**src/rtl/register_file_pkg.sv**
```systemverilog
// Shared register-file types and dimensions, imported by decode, write-back
// and the register file itself.
package register_file_pkg;

  localparam int RF_DATA_W   = 32;
  localparam int RF_ADDR_W   = 4;
  localparam int RF_NUM_REGS = 2 ** RF_ADDR_W;

  typedef logic [RF_DATA_W-1:0] word_t;
  typedef logic [RF_ADDR_W-1:0] reg_idx_t;

endpackage : register_file_pkg

```
**src/rtl/register_file.sv**
```systemverilog
// 16 x 32 general-purpose register file: two combinational read ports and one
// write port that commits on the falling clock edge.
module register_file
  import register_file_pkg::*;
#(
  parameter int DATA_W   = RF_DATA_W,
  parameter int ADDR_W   = RF_ADDR_W,
  parameter int NUM_REGS = RF_NUM_REGS
) (
  input  logic              clk,
  input  logic              rst,
  input  logic              writeBackEn,
  input  logic [ADDR_W-1:0] src1,
  input  logic [ADDR_W-1:0] src2,
  input  logic [ADDR_W-1:0] Dest_wb,
  input  logic [DATA_W-1:0] Result_WB,
  output logic [DATA_W-1:0] reg1,
  output logic [DATA_W-1:0] reg2
);

  logic [DATA_W-1:0] regs [NUM_REGS];

  // Committing on the falling edge lets decode see a write-back result in the
  // same cycle, giving write-first behaviour at the next rising edge.
  // NOTE: every entry is reset explicitly; this array must clear asynchronously,
  // so it cannot map onto a RAM macro and is built from flops.
  always_ff @(negedge clk or negedge rst) begin
    if (!rst) begin
      for (int i = 0; i < NUM_REGS; i++) begin
        regs[i] <= '0;
      end
    end else if (writeBackEn) begin
      // NOTE: non-blocking assignment keeps storage updates ordered against
      // every other clocked process sampling on this edge.
      regs[Dest_wb] <= Result_WB;
    end
  end

  // Pure read multiplexers; reset drives every entry to zero, so the outputs
  // read zero while rst is low without extra gating.
  assign reg1 = regs[src1];
  assign reg2 = regs[src2];

endmodule : register_file

```
**config.mk**
```make
export PLATFORM = sky130hd
export DESIGN_NAME = register_file
export DESIGN_NICKNAME = d
export VERILOG_FILES = /design/src/rtl/register_file_pkg.sv /design/src/rtl/register_file.sv
export SDC_FILE = /design/constraint.sdc
export NUM_CORES = 1
export LEC_CHECK = 0
export CORE_UTILIZATION = 40
export CTS_BUF_LIST = sky130_fd_sc_hd__clkbuf_16
export DETAILED_ROUTE_END_ITERATION = 8
export HOLD_SLACK_MARGIN = 0.08
export RECOVER_POWER = 25
export SLEW_MARGIN = 20
export SYNTH_ARGS = -nofsm -noshare
export SYNTH_HDL_FRONTEND = slang
export SYNTH_SLANG_ARGS = --single-unit
```
**constraint.sdc**
```tcl
create_clock -name clk -period 2 [get_ports clk]
set_input_delay 0.3 -clock clk [delete_from_list [all_inputs] [get_ports clk]]
set_output_delay 0.3 -clock clk [all_outputs]
set_load 0.05 [all_outputs]
```
# --- Yosys cells after proc, flatten, opt, wreduce, memory -nomap -nowiden ---
# Cells that the tools add are included.
op_classes:
  magnitude_cmp: 4
  n_mux: 9
  bitwise_logic: 3
  n_reduce_logical: 1
ops:
  columns: ["operator", "n"]
  rows:
  - ["$bwmux W512", 1]
  - ["$bmux W32 S4", 2]
  - ["$mux W32", 5]
  - ["$demux W32 S4", 1]
  - ["$ge A5 B5 Y1 const B", 3]
  - ["$not A4 Y5", 3]
  - ["$lt A5 B1 Y1 const B", 1]
  - ["$logic_and A1 B1 Y1", 1]
word_totals:
  register_bits: 512
  inputBits: 47
  output_inout_bits: 64
  wordCells: 33

# --- Longest topological paths before layout ---
# Gate-level depths: netlist of run 1.
depth:
  ltp_word: 6
  mapped_depth: 5
  ltp_nobuf: 3

==> results of run 1 <==
-- power by group --
part           total [mW]  switching, mW  internal [mW]
sequential           14.9           1.90           13.0
combinational        12.9           5.03           7.84
clock                10.1           4.44           5.70
total                37.9           11.4           26.6
-- layout by cell type, fill, tap and decap left out --
cell type and count:
nor2_4 8, mux2_2 119, nand3_4 2, mux4_2 256, nand2_8 2, buf_2 1
clkbuf_1 3, buf_8 25, mux2_4 393, and2_2 2, nor2b_4 4, or4_4 1
or3_4 2, nand2b_4 3, clkinv_2 9, bufinv_16 2, buf_12 161, clkbuf_4 1
clkbuf_16 70, dfrtn_1 512, buf_4 222, buf_16 21, clkbuf_2 2, buf_6 58
inv_1 14, clkinv_1 19, dlymetal6s4s_1 1, nor4_4 1, clkinvlp_4 2, clkdlybuf4s50_1 36
a22oi_2 128, nor3_4 6, nand2_4 64, nand3b_1 2
-- per-layer routing --
layer  GRT usage [%]  up-vias  part of all wire [%]
li1                -     7432                     -
met1            37.1    10000                    42
met2            47.0      593                    50
met3            4.16      182                   4.8
met4            10.6        0                   4.1
met5               0        -                     0
-- worst max-delay path, delay by kind of cell (launching register included) --
family	cells	cell delay, ns
compound gates	1	0.33
buf+inv	1	0.15
flops	1	0.35
mux	1	0.48
simple gates	1	0.09
-- metrics by stage --
step / hold slack (ns) / cell area (um2)
6_report: 0.473 / 38600
5_1_grt: 0.489 / 38600
4_1_cts: 0.473 / 38100
3_5_place_dp: 0.471 / 33600
3_3_place_gp: 0.462 / 33600
2_1_floorplan: 0.438 / 28400
-- how the worst max path moves through the flow --
stage | startpoint | endpoint | slack (ns) | cells past startpoint
after global routing | regs[414]$_DFFE_NN0P_ | reg1[30] | -1.35 | 4
after detailed placement | Dest_wb[0] | regs[280]$_DFFE_NN0P_ | -1.32 | 6
final | regs[414]$_DFFE_NN0P_ | reg1[30] | -1.31 | 4
after floorplan | Dest_wb[3] | regs[501]$_DFFE_NN0P_ | -0.62 | 5
after global placement | Dest_wb[3] | regs[454]$_DFFE_NN0P_ | -1.31 | 5
after CTS | regs[414]$_DFFE_NN0P_ | reg2[30] | -1.31 | 4
-- cells by family (layout without fill, tap and decap cells) --
group / Yosys count / in the layout / synth area share [%]
muxes: 768 / 768 / 43.6
and+or+nand+nor: 97 / 97 / 1.59
DFF: 512 / 512 / 48.4
buffers and inverters: 170 / 647 / 2.77
AOI/OAI and AO/OA: 128 / 128 / 3.63
-- timing repair --
action,in CTS,in global routing
setup buffers,67,38
gates cloned,32,11
endpoints found under the setup margin,576,576
resized for setup,343,150
hold endpoints to repair,0,0
pin swaps,46,46
-- layout make-up --
type / instances / area [um2]
clock buffer: 61 / 1530
clock inverter: 46 / 244
fill: 4744 / 26400
multi-input combinational: 993 / 15800
sequential: 512 / 12800
tap: 855 / 1070
timing repair buffer: 540 / 7130
==> metrics.txt, run 1 <==
DRT iter0 DRCs=~1,300; Yosys cell types=18; Total GRT Usage=between 20 and 30%; final setup margin=-1.31 ns; TNS Setup=-222.45 ns; Setup crit start kind=flop; Syn Std Cell Area=about 26,000 um2; Core ar.=between 60,000 and 70,000 um2; Num CTS Buffers=58; FF-to-FF End=regs[160]$_DFFE_NN0P_; CTS Sinks=around 510; Post-synth EDFFs=0; top flop regs=regs x512; die outline area=approximately 67,000 um2; clk buf depth=3; Worst Path Required=approximately 1.7 ns; Finished Layout Cells=3,007; vias in the first global route=~20,000; I/O pins=~110; worst hold endpoint=regs[446]$_DFFE_NN0P_; cell with the most instances after synthesis=dfrtn_1; CTS root buffer=clkbuf_16; worst min-delay path class=flop to flop; worst path cell trace=mux4_2, a22oi_2, nand2_4, buf_12; CP max-delay cell=mux4_2; Inst Count DP=~2,800; die width=between 200 and 300 um; Overflow after GRT=0; Worst Path Class, Setup=flop to primary output; Area contributors post-synth=dfrtn_1, mux4_2, mux2_2; detailed placement HPWL=about 53,000 um; #FFs+latches synth=approximately 510; Final #Nets=2,152; placer congestion estimate=0.808; antenna violations before repair=0; Final Hold Viols=0; wire per inst=roughly 32 um; # DRC=0; total power=~38 mW; top_reg_cell synth=dfrtn_1; largest area contributor in the netlist=dfrtn_1; Largest stage delay, worst path=~0.48 ns; router iterations before antenna repair=5; Syn Area/Cell=around 16 um2; DP Worst Slack=-1.32 ns; vias post-DR=18,200; Die Height=259 um; Clock Skew=0 ns; final setup vio count=around 730; clock-pin slew on the worst setup and hold paths=0.04 ns; Slew @ Worst Pin=1.25 ns; Initial Utilization=between 40% and 50%; Seq/Total Area, Yosys=48.4%; PortBufs=110; Post-CTS Hold Fix Bufs=0; hold depth=1; reg-to-reg startpoint=regs[160]$_DFFE_NN0P_; async set-reset flop share out of synthesis=100%; Clock Latency Late Sink=slightly below 0.6 ns; Std-Cell Rows=93; Max rail drop VDD=0.000695 V; Routed Antenna Nets=0; Max-Cap Viols=0; failing checks=setup timing; Synth Instances=around 1,700; P per Cell Area=a little under 1000 nW/um2; Detailed Route WL=~95,000 um; ant diodes=0; H-tree Lvls=2; first-pass GRT wire length=approximately 140,000 um; post-synth net total=around 1,700; Top reg by flops=regs; max reg flops=roughly 500; status=complete, but fails checks; CP Capture Type=primary output; CTS tree=yes; Leakage=16.4 nW; layout cells sized above 1=72.7%; largest fanout on the critical path=3; Final Max Tran Viols=0; Min-Delay Startpoint=regs[446]$_DFFE_NN0P_; worst r2r path cells=4; R2R Setup Slk=approximately 0.84 ns; Final Util=roughly three fifths; Area Overhead vs Synth=45.7%; vias per std cell=around 6; share of the synthesized area in the top cell type=48.4%; Worst slew margin=roughly 16%; Commonest cells post-synth=dfrtn_1, mux2_2, mux4_2; unrepaired setup endpoints after global routing=true; CP Data Arrival Time=approximately 3 ns; pin count of the biggest net entering global routing=slightly above 70; synth warn=0
Note: power is estimated with default switching activity, not from simulation.
==> run 2: changes to the inputs <==
--- a/config.mk
+++ b/config.mk
@@ -7,6 +7,7 @@
 export LEC_CHECK = 0
 export CORE_UTILIZATION = 40
 export CTS_BUF_LIST = sky130_fd_sc_hd__clkbuf_16
+export CTS_CLUSTER_SIZE = 40
 export DETAILED_ROUTE_END_ITERATION = 8
 export HOLD_SLACK_MARGIN = 0.08
 export RECOVER_POWER = 25
==> results of run 2 <==
No change in the layout: final DEF, timing and power equal those of run 1.
==> run 3: changes to the inputs <==
==> constraint.sdc (replaced) <==
create_clock -name clk -period 3.75 [get_ports clk]
set_input_delay 0.5625 -clock clk [delete_from_list [all_inputs] [get_ports clk]]
set_output_delay 0.5625 -clock clk [all_outputs]
set_load 0.05 [all_outputs]
==> run 3 against run 2 <==
  * Combinational power decreased by 60%
  * Critical path type unchanged
  * Total power decreased by 52%
  * Final area shrank 15%
  * Die area did not move
  * Critical path depth unchanged
  * Utilization decreased by 9.2 points
  * Routed wire length fell by 19%
  * Clock-buffer cell count fell by 4
  * Hold slack lost 0.0027 ns
  * The flow still finishes with violations (setup timing)
==> metrics.txt, run 3 (synthesized netlist as in run 1, its figures left out) <==
Num CTS Buffers=57; final hold slack=about 0.47 ns; met3 wire length=4260 um; max reg flops=approximately 500; Top reg by flops=regs; most frequent cells in the layout=dfrtn_1, mux2_2, mux4_2; Overflow after GRT=0; Worst Path Class, Setup=flop to primary output; Leakage=approximately 13 nW; cell area after layout=32,600 um2; DP Worst Slack=-0.673 ns; DRT iter0 DRCs=around 1,100; Slew @ Worst Pin=between 1 and 1.5 ns; Min-Delay Startpoint=regs[43]$_DFFE_NN0P_; worst hold endpoint=regs[43]$_DFFE_NN0P_; # DRC=0; FILL cells=around 5,400; PortBufs=110; Clock Skew=0 ns; status=complete, but fails checks; Placed Instance Area=roughly 30,000 um2; CP Data Arrival Time=3.85 ns; Area Overhead vs Synth=23.1%; Post-CTS Hold Fix Bufs=0; P per Cell Area=563 nW/um2; Setup crit start kind=flop; Inst Count DP=between 2,000 and 3,000; Worst slew margin=between 10% and 20%; antenna violations before repair=1; CTS tree=yes; Die Height=about 260 um; Reg area=about 13,000 um2; CP Capture Type=primary output; worst r2r path cells=3; hold depth=1; FF-to-FF End=regs[415]$_DFFE_NN0P_; vias post-DR=between 15,000 and 20,000; placer congestion estimate=between 0.7 and 0.8; reg-to-reg startpoint=regs[415]$_DFFE_NN0P_; Core ar.=roughly 65,000 um2; vias per std cell=between 6 and 7; CTS root buffer=clkbuf_16; Initial Utilization=between 40% and 50%; routed length on met1=~32,000 um; first-pass GRT wire length=116,000 um; router iterations before antenna repair=5; Max-Cap Viols=0; pin count of the biggest net entering global routing=between 70 and 80; final setup vio count=64; Final Hold Viols=0; worst min-delay path class=flop to flop; final setup margin=-0.661 ns; H-tree Lvls=2; unrepaired setup endpoints after global routing=true; die width=259 um; uppermost layer routed=met4; total power=around 18 mW; die outline area=67,200 um2; R2R Setup Slk=approximately 2.8 ns; Routed Antenna Nets=0; detailed placement HPWL=about 48,000 um; Total GRT Usage=a little under a quarter; Final Max Tran Viols=0; largest fanout on the critical path=3; top flop regs=regs x512; Worst Path Required=3.19 ns; Max rail drop VDD=between 0.0003 and 0.0004 V; CTS Sinks=between 500 and 600; vias in the first global route=between 15,000 and 20,000; I/O pins=~110; failing checks=setup timing; layout cells sized above 1=between 60% and 70%; Finished Layout Cells=2,743; commonest non-fill, non-tap cell in the layout=dfrtn_1; clk buf depth=3; multi-input logic area=approximately 14,000 um2; Clock Latency Late Sink=0.58 ns; Std-Cell Rows=93; wire per inst=around 28 um; total length of routed met2 wires=approximately 38,000 um; clock-pin slew on the worst setup and hold paths=approximately 0.040 ns; Final #Nets=approximately 1,900; Detailed Route WL=~77,000 um
-- run 3: per-layer routing --
metal | vias to the layer above | track usage, %
li1 | 6902 | -
met1 | 9113 | 31.6
met2 | 469 | 37.9
met3 | 136 | 4.70
met4 | 0 | 6.78
met5 | - | 0
-- run 3: worst max-delay path, stage by stage, from the launching register on --
cell and delay [ns]:
dfrtn_1 0.35, mux4_2 0.48, a22oi_2 0.21, nand2_2 0.16, buf_8 0.19
-- run 3: layout make-up --
type                            instances  share of cell area [%]
Antenna cell                            1                 0.00768
Clock inverter                         39                   0.933
Timing Repair Buffer                  286                    10.1
Tap cell                              855                    3.28
Multi-Input combinational cell        993                    42.0
Sequential cell                       512                    39.3
Clock buffer                           57                    4.38
-- run 3: how the worst max path moves through the flow --
stage	start	endpoint	slack (ns)	depth (start not counted)
4_1_cts	regs[410]$_DFFE_NN0P_	reg1[26]	-0.69	5
2_1_floorplan	Dest_wb[3]	regs[501]$_DFFE_NN0P_	-0.01	5
5_1_grt	regs[415]$_DFFE_NN0P_	reg2[31]	-0.72	4
3_5_place_dp	Dest_wb[1]	regs[501]$_DFFE_NN0P_	-0.67	5
6_report	regs[415]$_DFFE_NN0P_	reg2[31]	-0.66	4
3_3_place_gp	Dest_wb[1]	regs[501]$_DFFE_NN0P_	-0.68	5
-- run 3: report_power, final --
group	total, mW	switching [mW]	internal (mW)
clock	5.32	2.26	3.07
combinational	5.15	2.27	2.88
sequential	7.87	0.920	6.95
total	18.3	5.45	12.9
-- run 3: per-stage QoR --
stage | util, % | TNS, ns
after floorplan | - | -0.0124
after global placement | 46.0 | -285.99
after detailed placement | 46.0 | -288.43
after CTS | 50.0 | -40.11
after global routing | 50.2 | -41.82
final | 50.2 | -37.88
-- run 3: repair_timing --
item	in CTS	in global routing
setup buffers	7	5
pin swaps	100	39
resized for setup	182	53
setup endpoints to repair	117	192
gates cloned	2	2
